==> src/rtl/hamming_pkg.sv <==
// ---------------------------------------------------------------------------
// hamming_pkg
//   Shared definitions for the Hamming(7,4) encoder/decoder pair.
//   - Codeword bit positions: [6]=p1 [5]=p2 [4]=d0 [3]=p3 [2]=d1 [1]=d2 [0]=d3
//   - Syndrome codes, ordered {s1,s2,s3}
//   - code_data(): extracts the four data bits as {d3,d2,d1,d0}
// ---------------------------------------------------------------------------
package hamming_pkg;

  localparam int CODE_W = 7;
  localparam int DATA_W = 4;
  localparam int SYN_W  = 3;

  localparam int POS_P1 = 6;
  localparam int POS_P2 = 5;
  localparam int POS_D0 = 4;
  localparam int POS_P3 = 3;
  localparam int POS_D1 = 2;
  localparam int POS_D2 = 1;
  localparam int POS_D3 = 0;

  typedef logic [SYN_W-1:0] syn_t;

  localparam syn_t SYN_OK  = 3'b000;  // no error
  localparam syn_t SYN_P1  = 3'b100;  // p1 flipped
  localparam syn_t SYN_P2  = 3'b010;  // p2 flipped
  localparam syn_t SYN_P3  = 3'b001;  // p3 flipped
  localparam syn_t SYN_D2  = 3'b110;  // d2 flipped
  localparam syn_t SYN_D3  = 3'b101;  // d3 flipped
  localparam syn_t SYN_AMB = 3'b111;  // d0 and d1 share this syndrome
  localparam syn_t SYN_BAD = 3'b011;  // no single-bit error produces this

  function automatic logic [DATA_W-1:0] code_data(input logic [CODE_W-1:0] code);
    return {code[POS_D3], code[POS_D2], code[POS_D1], code[POS_D0]};
  endfunction

endpackage

==> src/rtl/hamming_syndrome.sv <==
// ---------------------------------------------------------------------------
// hamming_syndrome
//   Purely combinational syndrome generator.
//   Ports:
//     code     in  7  received codeword
//     syndrome out 3  {s1,s2,s3}
// ---------------------------------------------------------------------------
module hamming_syndrome (
  input  logic [6:0] code,
  output logic [2:0] syndrome
);
  import hamming_pkg::*;

  logic s1;
  logic s2;
  logic s3;

  assign s1 = code[POS_P1] ^ code[POS_D0] ^ code[POS_D1] ^ code[POS_D2] ^ code[POS_D3];
  assign s2 = code[POS_P2] ^ code[POS_D0] ^ code[POS_D1] ^ code[POS_D2];
  assign s3 = code[POS_P3] ^ code[POS_D0] ^ code[POS_D1] ^ code[POS_D3];

  assign syndrome = {s1, s2, s3};

endmodule

==> src/rtl/hamming_decoder.sv <==
// ---------------------------------------------------------------------------
// hamming_decoder
//   Two-stage valid/ready Hamming(7,4) decoder with saturating error counters.
//   Stage 1 holds the codeword and its syndrome, stage 2 holds the decoded
//   result. Words transfer on valid&ready on both sides.
//   Ports:
//     clk            in   1      clock, rising edge
//     rst_n          in   1      asynchronous active-low reset
//     in_valid       in   1      in_code carries a codeword
//     in_ready       out  1      block accepts in_code this cycle
//     in_code        in   7      received codeword
//     out_valid      out  1      out_* hold a decoded word
//     out_ready      in   1      consumer accepts the decoded word
//     out_data       out  4      decoded data, out_data[i] = d(i)
//     out_syndrome   out  3      {s1,s2,s3}
//     out_corrected  out  1      single-bit error corrected
//     out_uncorr     out  1      uncorrectable error, data passed through raw
//     cnt_clear      in   1      synchronous clear of both counters
//     cnt_corrected  out  CNT_W  delivered words with out_corrected=1
//     cnt_uncorr     out  CNT_W  delivered words with out_uncorr=1
// ---------------------------------------------------------------------------
module hamming_decoder #(
  parameter int CNT_W = 16
) (
  input  logic             clk,
  input  logic             rst_n,
  input  logic             in_valid,
  output logic             in_ready,
  input  logic [6:0]       in_code,
  output logic             out_valid,
  input  logic             out_ready,
  output logic [3:0]       out_data,
  output logic [2:0]       out_syndrome,
  output logic             out_corrected,
  output logic             out_uncorr,
  input  logic             cnt_clear,
  output logic [CNT_W-1:0] cnt_corrected,
  output logic [CNT_W-1:0] cnt_uncorr
);
  import hamming_pkg::*;

  // Saturating increment: holds at all-ones instead of wrapping.
  function automatic logic [CNT_W-1:0] sat_inc(input logic [CNT_W-1:0] val);
    logic [CNT_W-1:0] one;
    one = {{(CNT_W-1){1'b0}}, 1'b1};
    return (&val) ? val : val + one;
  endfunction

  logic                syn_p0;
  syn_t                syn_code_p0;
  logic                vld_p1;
  logic [CODE_W-1:0]   code_p1;
  syn_t                syn_p1;
  logic [DATA_W-1:0]   dec_data;
  logic                dec_corrected;
  logic                dec_uncorr;
  logic                s2_load;
  logic                s1_advance;
  logic                in_fire;
  logic                out_fire;

  // ---- stage 0: combinational syndrome of the incoming word ----
  hamming_syndrome u_syndrome (
    .code     (in_code),
    .syndrome (syn_code_p0)
  );

  assign syn_p0 = |syn_code_p0;

  // Stage 2 refills whenever it is empty or its word leaves this cycle;
  // stage 1 refills whenever it is empty or its word moves into stage 2.
  assign s2_load    = !out_valid || out_ready;
  assign s1_advance = vld_p1 && s2_load;
  assign in_ready   = !vld_p1 || s1_advance;
  assign in_fire    = in_valid && in_ready;
  assign out_fire   = out_valid && out_ready;

  // ---- stage 1: register codeword and syndrome ----
  always_ff @(posedge clk or negedge rst_n) begin
    if (!rst_n) begin
      vld_p1 <= 1'b0;
    end else if (in_ready) begin
      vld_p1 <= in_valid;
    end
  end

  always_ff @(posedge clk) begin
    if (in_fire) begin
      code_p1 <= in_code;
      syn_p1  <= syn_code_p0;
    end
  end

  // Parity-bit errors leave the data untouched but are still reported as
  // corrected. d0 and d1 share a syndrome, so neither can be repaired.
  always_comb begin
    dec_data      = code_data(code_p1);
    dec_corrected = 1'b0;
    dec_uncorr    = 1'b0;
    case (syn_p1)
      SYN_OK: begin
      end
      SYN_P1, SYN_P2, SYN_P3: begin
        dec_corrected = 1'b1;
      end
      SYN_D2: begin
        dec_corrected = 1'b1;
        dec_data[2]   = ~dec_data[2];
      end
      SYN_D3: begin
        dec_corrected = 1'b1;
        dec_data[3]   = ~dec_data[3];
      end
      default: begin
        dec_uncorr = 1'b1;
      end
    endcase
  end

  // ---- stage 2: register decoded result ----
  always_ff @(posedge clk or negedge rst_n) begin
    if (!rst_n) begin
      out_valid     <= 1'b0;
      out_data      <= '0;
      out_syndrome  <= '0;
      out_corrected <= 1'b0;
      out_uncorr    <= 1'b0;
    end else if (s2_load) begin
      out_valid <= vld_p1;
      if (vld_p1) begin
        out_data      <= dec_data;
        out_syndrome  <= syn_p1;
        out_corrected <= dec_corrected;
        out_uncorr    <= dec_uncorr;
      end
    end
  end

  // ---- statistics: count delivered words; clear beats increment ----
  always_ff @(posedge clk or negedge rst_n) begin
    if (!rst_n) begin
      cnt_corrected <= '0;
      cnt_uncorr    <= '0;
    end else if (cnt_clear) begin
      cnt_corrected <= '0;
      cnt_uncorr    <= '0;
    end else if (out_fire) begin
      if (out_corrected) begin
        cnt_corrected <= sat_inc(cnt_corrected);
      end
      if (out_uncorr) begin
        cnt_uncorr <= sat_inc(cnt_uncorr);
      end
    end
  end

  // Nonzero-syndrome flag at the input is kept for observability only.
  logic unused_syn_p0;
  assign unused_syn_p0 = syn_p0;

endmodule

==> config.mk <==
export PLATFORM = sky130hd
export DESIGN_NAME = hamming_decoder
export DESIGN_NICKNAME = d
export VERILOG_FILES = /design/src/rtl/hamming_pkg.sv /design/src/rtl/hamming_syndrome.sv /design/src/rtl/hamming_decoder.sv
export SDC_FILE = /design/constraint.sdc
export NUM_CORES = 1
export LEC_CHECK = 0
export BUFFER_PORTS_ARGS = -buffer_cell sky130_fd_sc_hd__buf_2
export CAP_MARGIN = 25
export CORE_MARGIN = 2
export CORE_UTILIZATION = 30
export DETAILED_ROUTE_END_ITERATION = 6
export PLACE_DENSITY_LB_ADDON = 0.08
export REMOVE_ABC_BUFFERS = 1
export SLEW_MARGIN = 20
export SYNTH_ARGS = -nofsm -noshare
export SYNTH_HDL_FRONTEND = slang
export SYNTH_HIERARCHICAL = 1
export SYNTH_SLANG_ARGS = --single-unit
==> constraint.sdc <==
create_clock -name clk -period 2.05 [get_ports clk]
set_input_delay 0.3075 -clock clk [delete_from_list [all_inputs] [get_ports clk]]
set_output_delay 0.3075 -clock clk [all_outputs]
set_load 0.01 [all_outputs]
==> impl_metrics.py, run 1 <==
metrics = {
    "worst_hold_path": {
        "hold_path_class": "in -> async",
    },
    "setup_path": {
        "crit_arrival_ns": 2.09,
        "cp_top_family": "simple AND/OR/NAND/NOR gates",
        "r2r_start": "cnt_uncorr[5]",
        "reg2reg_slack_ns": 0.17,
        "slowest_stage": "nor4_1",
        "crit_buf_inv": 0,
        "cpPeakStageDelay_ns": 0.52,
        "reg2regPathDepth": 4,
        "path_cells": "nand4_2 -> nor4_1 -> and2b_1 -> mux2_2",
        "path_depth": 4,
        "required_ns": 2.26,
        "crit_path_end_kind": "flop",
        "cp-startpoint": "cnt_uncorr[5]",
        "crit_path_end": "cnt_uncorr[11]",
        "path_class": "reg -> reg",
        "r2r-end": "cnt_uncorr[11]",
        "worst-path-max-fanout": 7,
        "critPathLaunchType": "flop",
    },
    "cts": {
        "postCtsHoldBufs": 0,
        "clk_latency_ns": 0.31,
        "cts_buffers": 5,
        "post_cts_buffers": 0,
        "cts_tree": "done",
        "clkSinkCount": 50,
        "cts_root_buf": "clkbuf_8",
        "clk_path_buf_depth": 2,
        "htreeDepth": 2,
        "cts_resized": 0,
        "clkTransAtPathRegs_ns": 0.11,
    },
    "synthesis": {
        "postSynthCellCount": 258,
        "synth_edf_count": 7,
        "async_flop_share_pct": 86.00,
        "synth_top_area_share_pct": 40.74,
        "synthFlopType": "dfrtp_1",
        "ys_seq_area_share_pct": 48.70,
        "netlist_area_sq_um": 2641,
        "synth_cell_types": 51,
        "synth_top_area_cell": "dfrtp_1",
        "ys.warnings.count": 6,
        "ys_top_cells_by_area": "dfrtp_1 (41%), edfxtp_1 (8.0%), mux2_2 (5.5%)",
        "syn_avg_cell_area_sq_um": 10.24,
        "synth-seq-cells": 50,
    },
    "pwr": {
        "power.switching_mw": 0.5637,
        "seq_power_share_pct": 55.4,
        "p_int_mw": 1.446,
        "pwr-share-comb_pct": 12.7,
        "swShare_pct": 28.05,
        "powerDensity_nw_per_um2": 636.1,
        "leakagePower_nw": 1.362,
        "vdd_drop_max_mv": 0.2929,
        "clockPowerShare_pct": 31.9,
    },
    "route": {
        "drc": 0,
        "dr.pass1.iters": 4,
        "drtIter0Drc": 64,
        "drt-vias-per-instance": 5.000,
        "drt-total-wl_mm": 6.029,
        "routedWlPerCell_microns": 14.12,
        "ant_nets": 0,
        "dr_total_vias": 2135,
    },
    "timing": {
        "finalCritPeriodShare_pct": 91.80,
        "worst_slew_pin_slew_ns": 0.6298,
        "final.setup.tns_ns": 0,
        "max_slew_margin_pct": 57.63,
        "setup_viol": 0,
        "fmax_mhz": 531.4,
        "clock_skew_ns": 0.008107,
        "post-route-min-period_ns": 1.882,
        "rsz0062_at_grt": "false",
        "hold_viol": 0,
        "slew_viol_final": 0,
    },
    "floorplanning": {
        "die_area_sq_um": 9571,
        "die_h_microns": 97.83,
        "start_util_pct": 30.59,
        "core_sq_um": 8636,
        "num_io_pins": 55,
        "rows": 34,
        "die_width_microns": 97.83,
    },
    "place": {
        "io_buffers": 54,
        "hpwl_mm": 4.323,
        "routabilityCongestion": 0.7833,
    },
    "global_routing": {
        "grt_pass1_wl_mm": 10.23,
        "grt_remaining_overflow": 0,
        "grt_usage_pct": 12.90,
        "grt_pass1_vias": 2050,
        "grt_antenna_before_repair": 0,
        "grt_max_degree": 44,
    },
    "run_status": {
        "status": "completed",
    },
    "layout": {
        "drive_gt1_share_pct": 30.09,
        "multi_input_area_sq_um": 1265,
        "final-seq-area_sq_um": 1286,
        "fill_cells": 891,
        "final_util_pct": 36.58,
        "layout.nets": 332,
        "num_antenna_cells": 0,
        "syn_to_final_growth_pct": 19.61,
    },
    "flow_run": {
        "drv_cap": 0,
    },
}
[sequential cells by signal, indices dropped and copies added, names as in the netlist]
name / cells
cnt_corrected: 16
cnt_uncorr: 16
code_p1: 4
out_corrected: 1
out_data: 4
out_syndrome: 3
out_uncorr: 1
out_valid: 1
syn_p1: 3
vld_p1: 1
[routing by layer]
metal | share of wire [%] | global-route usage, % | up-vias | wire length (microns)
met5 | 0 | 0 | - | 0
met4 | 1.3 | 4.487 | 0 | 79
met3 | 5.3 | 3.508 | 6 | 320
met2 | 45 | 19.86 | 44 | 2684
met1 | 49 | 17.56 | 1002 | 2944
li1 | - | - | 1083 | -
[cells in the final DEF (no fill, tap or decap), drive strengths merged, types with 2 or more instances in the layout]
master / Yosys / routed
or3: 8 / 8
clkbuf: 4 / 5
nand3b: 2 / 2
o41ai: 3 / 3
xor2: 3 / 3
mux2i: 2 / 2
nor2: 18 / 18
and2: 2 / 2
xnor2: 5 / 5
nand2: 15 / 15
inv: 4 / 6
or4: 8 / 8
or2: 2 / 2
ha: 2 / 2
o21ai: 9 / 9
o31ai: 6 / 6
edfxtp: 7 / 7
buf: 9 / 66
and3: 5 / 5
nor4: 7 / 7
and4: 3 / 3
a211oi: 2 / 2
nand4: 10 / 10
dfrtp: 43 / 43
nor2b: 7 / 7
nor3: 9 / 9
nand2b: 6 / 6
a21oi: 21 / 21
mux2: 13 / 13
nand3: 12 / 12
[cell type report]
cell class | count | area share, %
flip-flops and latches | 50 | 40.71
multi-input cells | 191 | 40.04
repair buffers | 66 | 11.41
well taps | 108 | 4.277
clock buffers | 5 | 2.178
clock inverters | 3 | 0.9109
inverters | 4 | 0.4752
[per-stage QoR]
step                      std cells  power, mW  worst slack [ns]  hold slack, ns  cell area (sq um)
final                           427      2.010            0.1681         0.06071               3159
after detailed placement        419      1.398            0.1872          0.4332               3062
after global placement          419      1.396            0.2434          0.4381               3062
after floorplan                 245      1.265            0.1063         0.01191               2566
after CTS                       427      2.046            0.1612         0.08007               3159
after global routing            427      2.117           0.03708          0.1017               3159
[kinds of logic after synthesis]
logic type | Yosys count | share of synthesized area, %
simple gates | 118 | 26.01
xor+xnor | 9 | 3.790
compound gates | 47 | 10.85
flops | 50 | 48.70
mux | 15 | 6.300
buf+inv | 17 | 3.410
fa+ha+maj | 2 | 0.9473
[worst min-delay path by stage]
stage / from / endpoint / slack, ns / cells past startpoint
3_5_place_dp: rst_n / cnt_uncorr[7] / 0.43 / 2
3_3_place_gp: rst_n / cnt_uncorr[5] / 0.44 / 2
2_1_floorplan: rst_n / cnt_corrected[0] / 0.01 / 0
6_report: rst_n / out_data[2] / 0.06 / 2
4_1_cts: rst_n / out_syndrome[0] / 0.08 / 2
5_1_grt: rst_n / out_syndrome[0] / 0.10 / 2
[cell usage after synthesis (all sizes together) (3+ instances only)]
library cell	number
edfxtp	7
nor4	7
nand4	10
nand3	12
or3	8
dfrtp	43
buf	9
nand2b	6
nor2	18
xnor2	5
mux2	13
clkbuf	4
nand2	15
inv	4
nor3	9
nor2b	7
and4	3
o31ai	6
and3	5
o21ai	9
xor2	3
o41ai	3
or4	8
a21oi	21
[power by group through the flow]
stage / logic [mW] / registers (mW) / clock network (mW)
global placement: 0.262 / 1.13 / 0
detailed placement: 0.264 / 1.13 / 0
CTS: 0.264 / 1.11 / 0.667
floorplan: 0.113 / 1.15 / 0
finish: 0.256 / 1.11 / 0.641
global route: 0.286 / 1.12 / 0.710
Power figures use the tool's default switching activity.
==> inputs of run 2 (changes only) <==
--- a/config.mk
+++ b/config.mk
@@ -15,5 +15,4 @@
 export SLEW_MARGIN = 20
 export SYNTH_ARGS = -nofsm -noshare
 export SYNTH_HDL_FRONTEND = slang
-export SYNTH_HIERARCHICAL = 1
 export SYNTH_SLANG_ARGS = --single-unit
==> impl_metrics.py, run 2 <==
metrics = {
    "global_routing": {
        "grt_remaining_overflow": 0,
        "grt_pass1_wl_mm": 10.45,
        "grt_usage_pct": 14.69,
        "grt_pass1_vias": 2043,
        "grt_antenna_before_repair": 0,
        "grt_max_degree": 29,
    },
    "cts": {
        "htreeDepth": 2,
        "cts_tree": "done",
        "cts_root_buf": "clkbuf_8",
        "cts_buffers": 5,
        "clk_path_buf_depth": 2,
        "post_cts_buffers": 0,
        "postCtsHoldBufs": 0,
        "clkTransAtPathRegs_ns": 0.10,
        "clkSinkCount": 50,
        "clk_latency_ns": 0.31,
    },
    "floorplanning": {
        "start_util_pct": 31.00,
        "core_sq_um": 8217,
        "die_area_sq_um": 9245,
        "die_width_microns": 96.15,
        "num_io_pins": 55,
        "die_h_microns": 96.15,
        "rows": 33,
    },
    "setup_path": {
        "r2r-end": "cnt_corrected[5]",
        "required_ns": 2.25,
        "r2r_start": "cnt_corrected[0]",
        "crit_arrival_ns": 2.11,
        "worst-path-max-fanout": 6,
        "reg2regPathDepth": 6,
        "reg2reg_slack_ns": 0.14,
        "critPathLaunchType": "flop",
        "path_class": "reg -> reg",
        "crit_path_end_kind": "flop",
    },
    "pwr": {
        "leakagePower_nw": 1.408,
        "vdd_drop_max_mv": 0.3023,
        "powerDensity_nw_per_um2": 655.2,
    },
    "route": {
        "dr_total_vias": 2250,
        "routedWlPerCell_microns": 14.87,
        "drc": 0,
        "dr.pass1.iters": 4,
        "ant_nets": 0,
        "drt-vias-per-instance": 5.172,
        "drt-total-wl_mm": 6.468,
        "drtIter0Drc": 111,
    },
    "timing": {
        "rsz0062_at_grt": "false",
        "max_slew_margin_pct": 55.05,
        "finalCritPeriodShare_pct": 93.20,
        "setup_viol": 0,
        "finalWorstSetupSlack_ns": 0.1395,
        "post-route-min-period_ns": 1.911,
        "holdWs_ns": 0.01867,
        "hold_viol": 0,
        "slew_viol_final": 0,
        "fmax_mhz": 523.4,
        "worst_slew_pin_slew_ns": 0.6742,
        "clock_skew_ns": 0.006394,
    },
    "synthesis": {
        "synth_most_common_cell": "dfrtp_1",
        "yosys-top-cells-count": "dfrtp_1 (43), a21oi_1 (19), nand2_1 (19)",
        "synth_top_area_cell": "dfrtp_1",
        "synth_cell_types": 42,
        "ys_seq_area_share_pct": 50.49,
        "synth_top_area_share_pct": 42.24,
        "postSynthCellCount": 249,
        "netlist_area_sq_um": 2547,
        "synth-seq-cells": 50,
        "synthFlopType": "dfrtp_1",
        "ys_top_cells_by_area": "dfrtp_1 (42%), edfxtp_1 (8.3%), mux2_2 (4.4%)",
        "ys.warnings.count": 0,
        "synth_edf_count": 7,
        "syn_avg_cell_area_sq_um": 10.23,
        "async_flop_share_pct": 86.00,
    },
    "place": {
        "io_buffers": 54,
        "hpwl_mm": 4.859,
        "routabilityCongestion": 0.8220,
        "pre_cts_slack_ns": 0.1280,
    },
    "layout": {
        "layout.nets": 343,
        "final_cell_mix": "buf_2 (54), dfrtp_1 (43), buf_4 (29), nand2_1 (19), a21oi_1 (19)",
        "reg.largest.list": "cnt_corrected (16), cnt_uncorr (16)",
        "mostFrequentLayoutCell": "buf_2",
        "final_util_pct": 39.62,
        "num_antenna_cells": 0,
        "drive_gt1_share_pct": 33.33,
        "syn_to_final_growth_pct": 27.80,
    },
    "worst_hold_path": {
        "hold_path_class": "in -> async",
    },
    "flow_run": {
        "drv_cap": 0,
    },
    "run_status": {
        "status": "completed",
    },
}
run 2: cell types whose count changed in the layout (fill, tap and decap cells not counted), moves of 3 or more:
cell      delta
nand2_1      +4
nor3_1       -5
nor2_1       -4
mux2_2       -3
o31ai_1      +4
o311ai_0     +4
buf_4       +17
xnor2_1      +3
nand4_1      +3
nand2b_1     -4
run 2: area by class of cell:
type / instances / area (sq um)
Inverter: 2 / 7.507
Clock buffer: 5 / 68.82
Tap cell: 105 / 131.4
Fill cell: 839 / 4961
Clock inverter: 3 / 47.55
Timing Repair Buffer: 83 / 488.0
Sequential cell: 50 / 1286
Multi-Input combinational cell: 187 / 1226
run 2: metrics by stage:
stage | total power, mW | instances | setup TNS, ns | cell area, sq um
finish | 2.133 | 435 | 0 | 3256
global route | 2.251 | 435 | 0 | 3256
CTS | 2.170 | 435 | 0 | 3249
detailed placement | 1.412 | 427 | 0 | 3133
global placement | 1.413 | 427 | 0 | 3133
floorplan | 1.263 | 239 | -6.033 | 2507
run 2: timing repair:
action                                  CTS  global route
endpoints found under the setup margin    0             4
endpoints found under the hold margin     0             0
gates resized for setup                   0             2
run 2: critical path: stages, from the launching register on:
cell and delay [ns]:
dfrtp_1 0.37, ha_1 0.18, buf_4 0.15, nand4_1 0.10, nor4_1 0.49, nand4b_1 0.20, mux2_2 0.33
run 2: worst max-delay path by stage:
stage	depth (start not counted)	start	end	slack, ns
after floorplan	5	cnt_uncorr[0]	cnt_uncorr[13]	-0.64
after global placement	5	out_ready	cnt_corrected[15]	0.14
after detailed placement	5	out_ready	cnt_corrected[13]	0.13
after CTS	4	cnt_corrected[5]	cnt_corrected[15]	0.11
after global routing	6	cnt_corrected[0]	cnt_corrected[5]	0.008
final	6	cnt_corrected[0]	cnt_corrected[5]	0.14
run 2: where the power goes:
part	total, mW	switching [mW]	internal (mW)
Combinational	0.276	0.152	0.124
Sequential	1.11	0.0393	1.07
Clock	0.748	0.375	0.373
run 2: kinds of logic after synthesis:
family / count (synthesis) / share of synthesized area (%)
AO/OA/AOI/OAI: 54 / 13.56
XOR/XNOR: 11 / 3.782
adder cells (fa/ha/maj): 2 / 0.9822
buffers and inverters: 12 / 1.867
flip-flops: 50 / 50.49
multiplexers: 11 / 4.813
AND/OR/NAND/NOR: 109 / 24.51
run 2: routing by layer:
layer,global-route usage [%],vias up,part of all wire [%]
met1,20.27,1081,48
li1,-,1113,-
met2,23.09,48,45
met5,0,-,0
met4,3.571,0,0.99
met3,3.681,8,5.1
==> inputs of run 3 (changes only) <==
==> constraint.sdc (replaced) <==
create_clock -name clk -period 2.05 [get_ports clk]
set_input_delay 0.3075 -clock clk [delete_from_list [all_inputs] [get_ports clk]]
set_output_delay 0.3075 -clock clk [all_outputs]
set_load 0.02 [all_outputs]
==> impl_metrics.py, run 3 (synthesis results as in run 2) <==
metrics = {
    "timing": {
        "rsz0062_at_grt": "false",
        "fmax_mhz": 516.6,
        "post-route-min-period_ns": 1.936,
        "slew_viol_final": 0,
        "final.setup.tns_ns": 0,
        "worst_slew_pin_slew_ns": 0.6721,
        "holdWs_ns": 0.02692,
        "clock_skew_ns": 0.005632,
        "finalCritPeriodShare_pct": 94.43,
        "max_slew_margin_pct": 55.19,
        "setup_viol": 0,
        "hold_viol": 0,
    },
    "global_routing": {
        "grt_max_degree": 29,
        "grt_pass1_vias": 2093,
        "grt_remaining_overflow": 0,
        "grt_usage_pct": 15.06,
        "grt_antenna_before_repair": 0,
        "grt_pass1_wl_mm": 10.68,
    },
    "worst_hold_path": {
        "hold_path_class": "in -> async",
    },
    "setup_path": {
        "path_class": "reg -> reg",
        "path_cells": "ha_1 -> nand2_1 -> or4_2 -> or4_1 -> a21oi_1",
        "r2r_start": "cnt_corrected[0]",
        "critPathLaunchType": "flop",
        "cp-startpoint": "cnt_corrected[0]",
        "crit_arrival_ns": 2.17,
        "crit_path_end_kind": "flop",
        "cpPeakStageDelay_ns": 0.68,
        "worst-path-max-fanout": 3,
        "required_ns": 2.29,
        "slowest_stage": "or4_2",
    },
    "floorplanning": {
        "rows": 33,
        "num_io_pins": 55,
        "start_util_pct": 31.00,
        "core_sq_um": 8217,
        "die_area_sq_um": 9245,
        "die_h_microns": 96.15,
        "die_width_microns": 96.15,
    },
    "route": {
        "dr.pass1.iters": 4,
        "drc": 0,
        "drt-vias-per-instance": 5.147,
        "ant_nets": 0,
        "drt-total-wl_mm": 6.620,
        "drtIter0Drc": 66,
        "dr_total_vias": 2239,
        "routedWlPerCell_microns": 15.22,
    },
    "run_status": {
        "status": "completed",
    },
    "pwr": {
        "leakagePower_nw": 1.414,
        "powerDensity_nw_per_um2": 687.8,
        "power.total_mw": 2.249,
        "vdd_drop_max_mv": 0.4568,
    },
    "cts": {
        "htreeDepth": 2,
        "clkSinkCount": 50,
        "postCtsHoldBufs": 0,
        "clk_path_buf_depth": 2,
        "cts_tree": "done",
        "cts_root_buf": "clkbuf_8",
        "clkTransAtPathRegs_ns": 0.10,
        "clk_latency_ns": 0.31,
        "cts_buffers": 5,
    },
    "layout": {
        "syn_to_final_growth_pct": 28.34,
        "layout.nets": 343,
        "mostFrequentLayoutCell": "buf_2",
        "reg.largest.list": "cnt_corrected (16), cnt_uncorr (16)",
        "drive_gt1_share_pct": 33.03,
        "num_antenna_cells": 0,
        "final_cell_mix": "buf_2 (54), dfrtp_1 (43), buf_4 (29), nand2_1 (19), a21oi_1 (19)",
    },
    "flow_run": {
        "drv_cap": 0,
    },
    "place": {
        "io_buffers": 54,
        "routabilityCongestion": 0.8129,
        "hpwl_mm": 4.932,
    },
}
run 3: routing by layer:
metal	global-route usage, %	up-vias	routed length (microns)
met5	0	-	0
met4	4.643	0	85
met3	3.054	8	300
met2	23.26	49	2935
met1	21.17	1064	3299
li1	-	1118	-
run 3: final timing paths:
| kind | endpoint | slack [ns] | cells past startpoint |
|---|---|---|---|
| min in group clk | vld_p1 | 0.20 | 2 |
| worst max-delay path | cnt_corrected[14] | 0.11 | 5 |
| worst min register to register | out_data[0] | 0.48 | 1 |
| worst min-delay path | cnt_uncorr[2] | 0.03 | 1 |
| max in group asynchronous | cnt_corrected[7] | 1.43 | 2 |
| worst max register to register | cnt_corrected[14] | 0.11 | 5 |
run 3: report_power, final:
part / switching [mW] / total (mW) / internal (mW)
combinational: 0.189 / 0.313 / 0.124
clock: 0.342 / 0.825 / 0.483
sequential: 0.0404 / 1.11 / 1.07
run 3: final cells by class:
cell class / count / area, sq um
inverter: 2 / 7.507
tap: 105 / 131.4
multi-input combinational: 187 / 1224
clock buffer: 5 / 68.82
sequential: 50 / 1286
timing repair buffer: 83 / 488.0
clock inverter: 3 / 63.81
fill: 864 / 4947
run 3: critical path, delay by kind of cell, from the launching register on:
family / cells / cell delay (ns)
compound gates: 1 / 0.16
flops: 1 / 0.36
fa+ha+maj: 1 / 0.17
simple gates: 3 / 1.17
run 3: stage by stage:
step           cells  utilization (%)  cell area [sq um]  setup WS (ns)
2_1_floorplan    239                -               2507        -0.7303
3_3_place_gp     427            38.13               3133         0.1398
3_5_place_dp     427            38.13               3133         0.1067
4_1_cts          435            39.74               3266         0.1067
5_1_grt          435            39.79               3269        0.01825
6_report         435            39.79               3269         0.1141
run 3: timing repair:
| action | CTS | global route |
|---|---|---|
| setup endpoints to repair | 0 | 3 |
| buffers inserted | 0 | 0 |
| gates resized for setup | 0 | 1 |
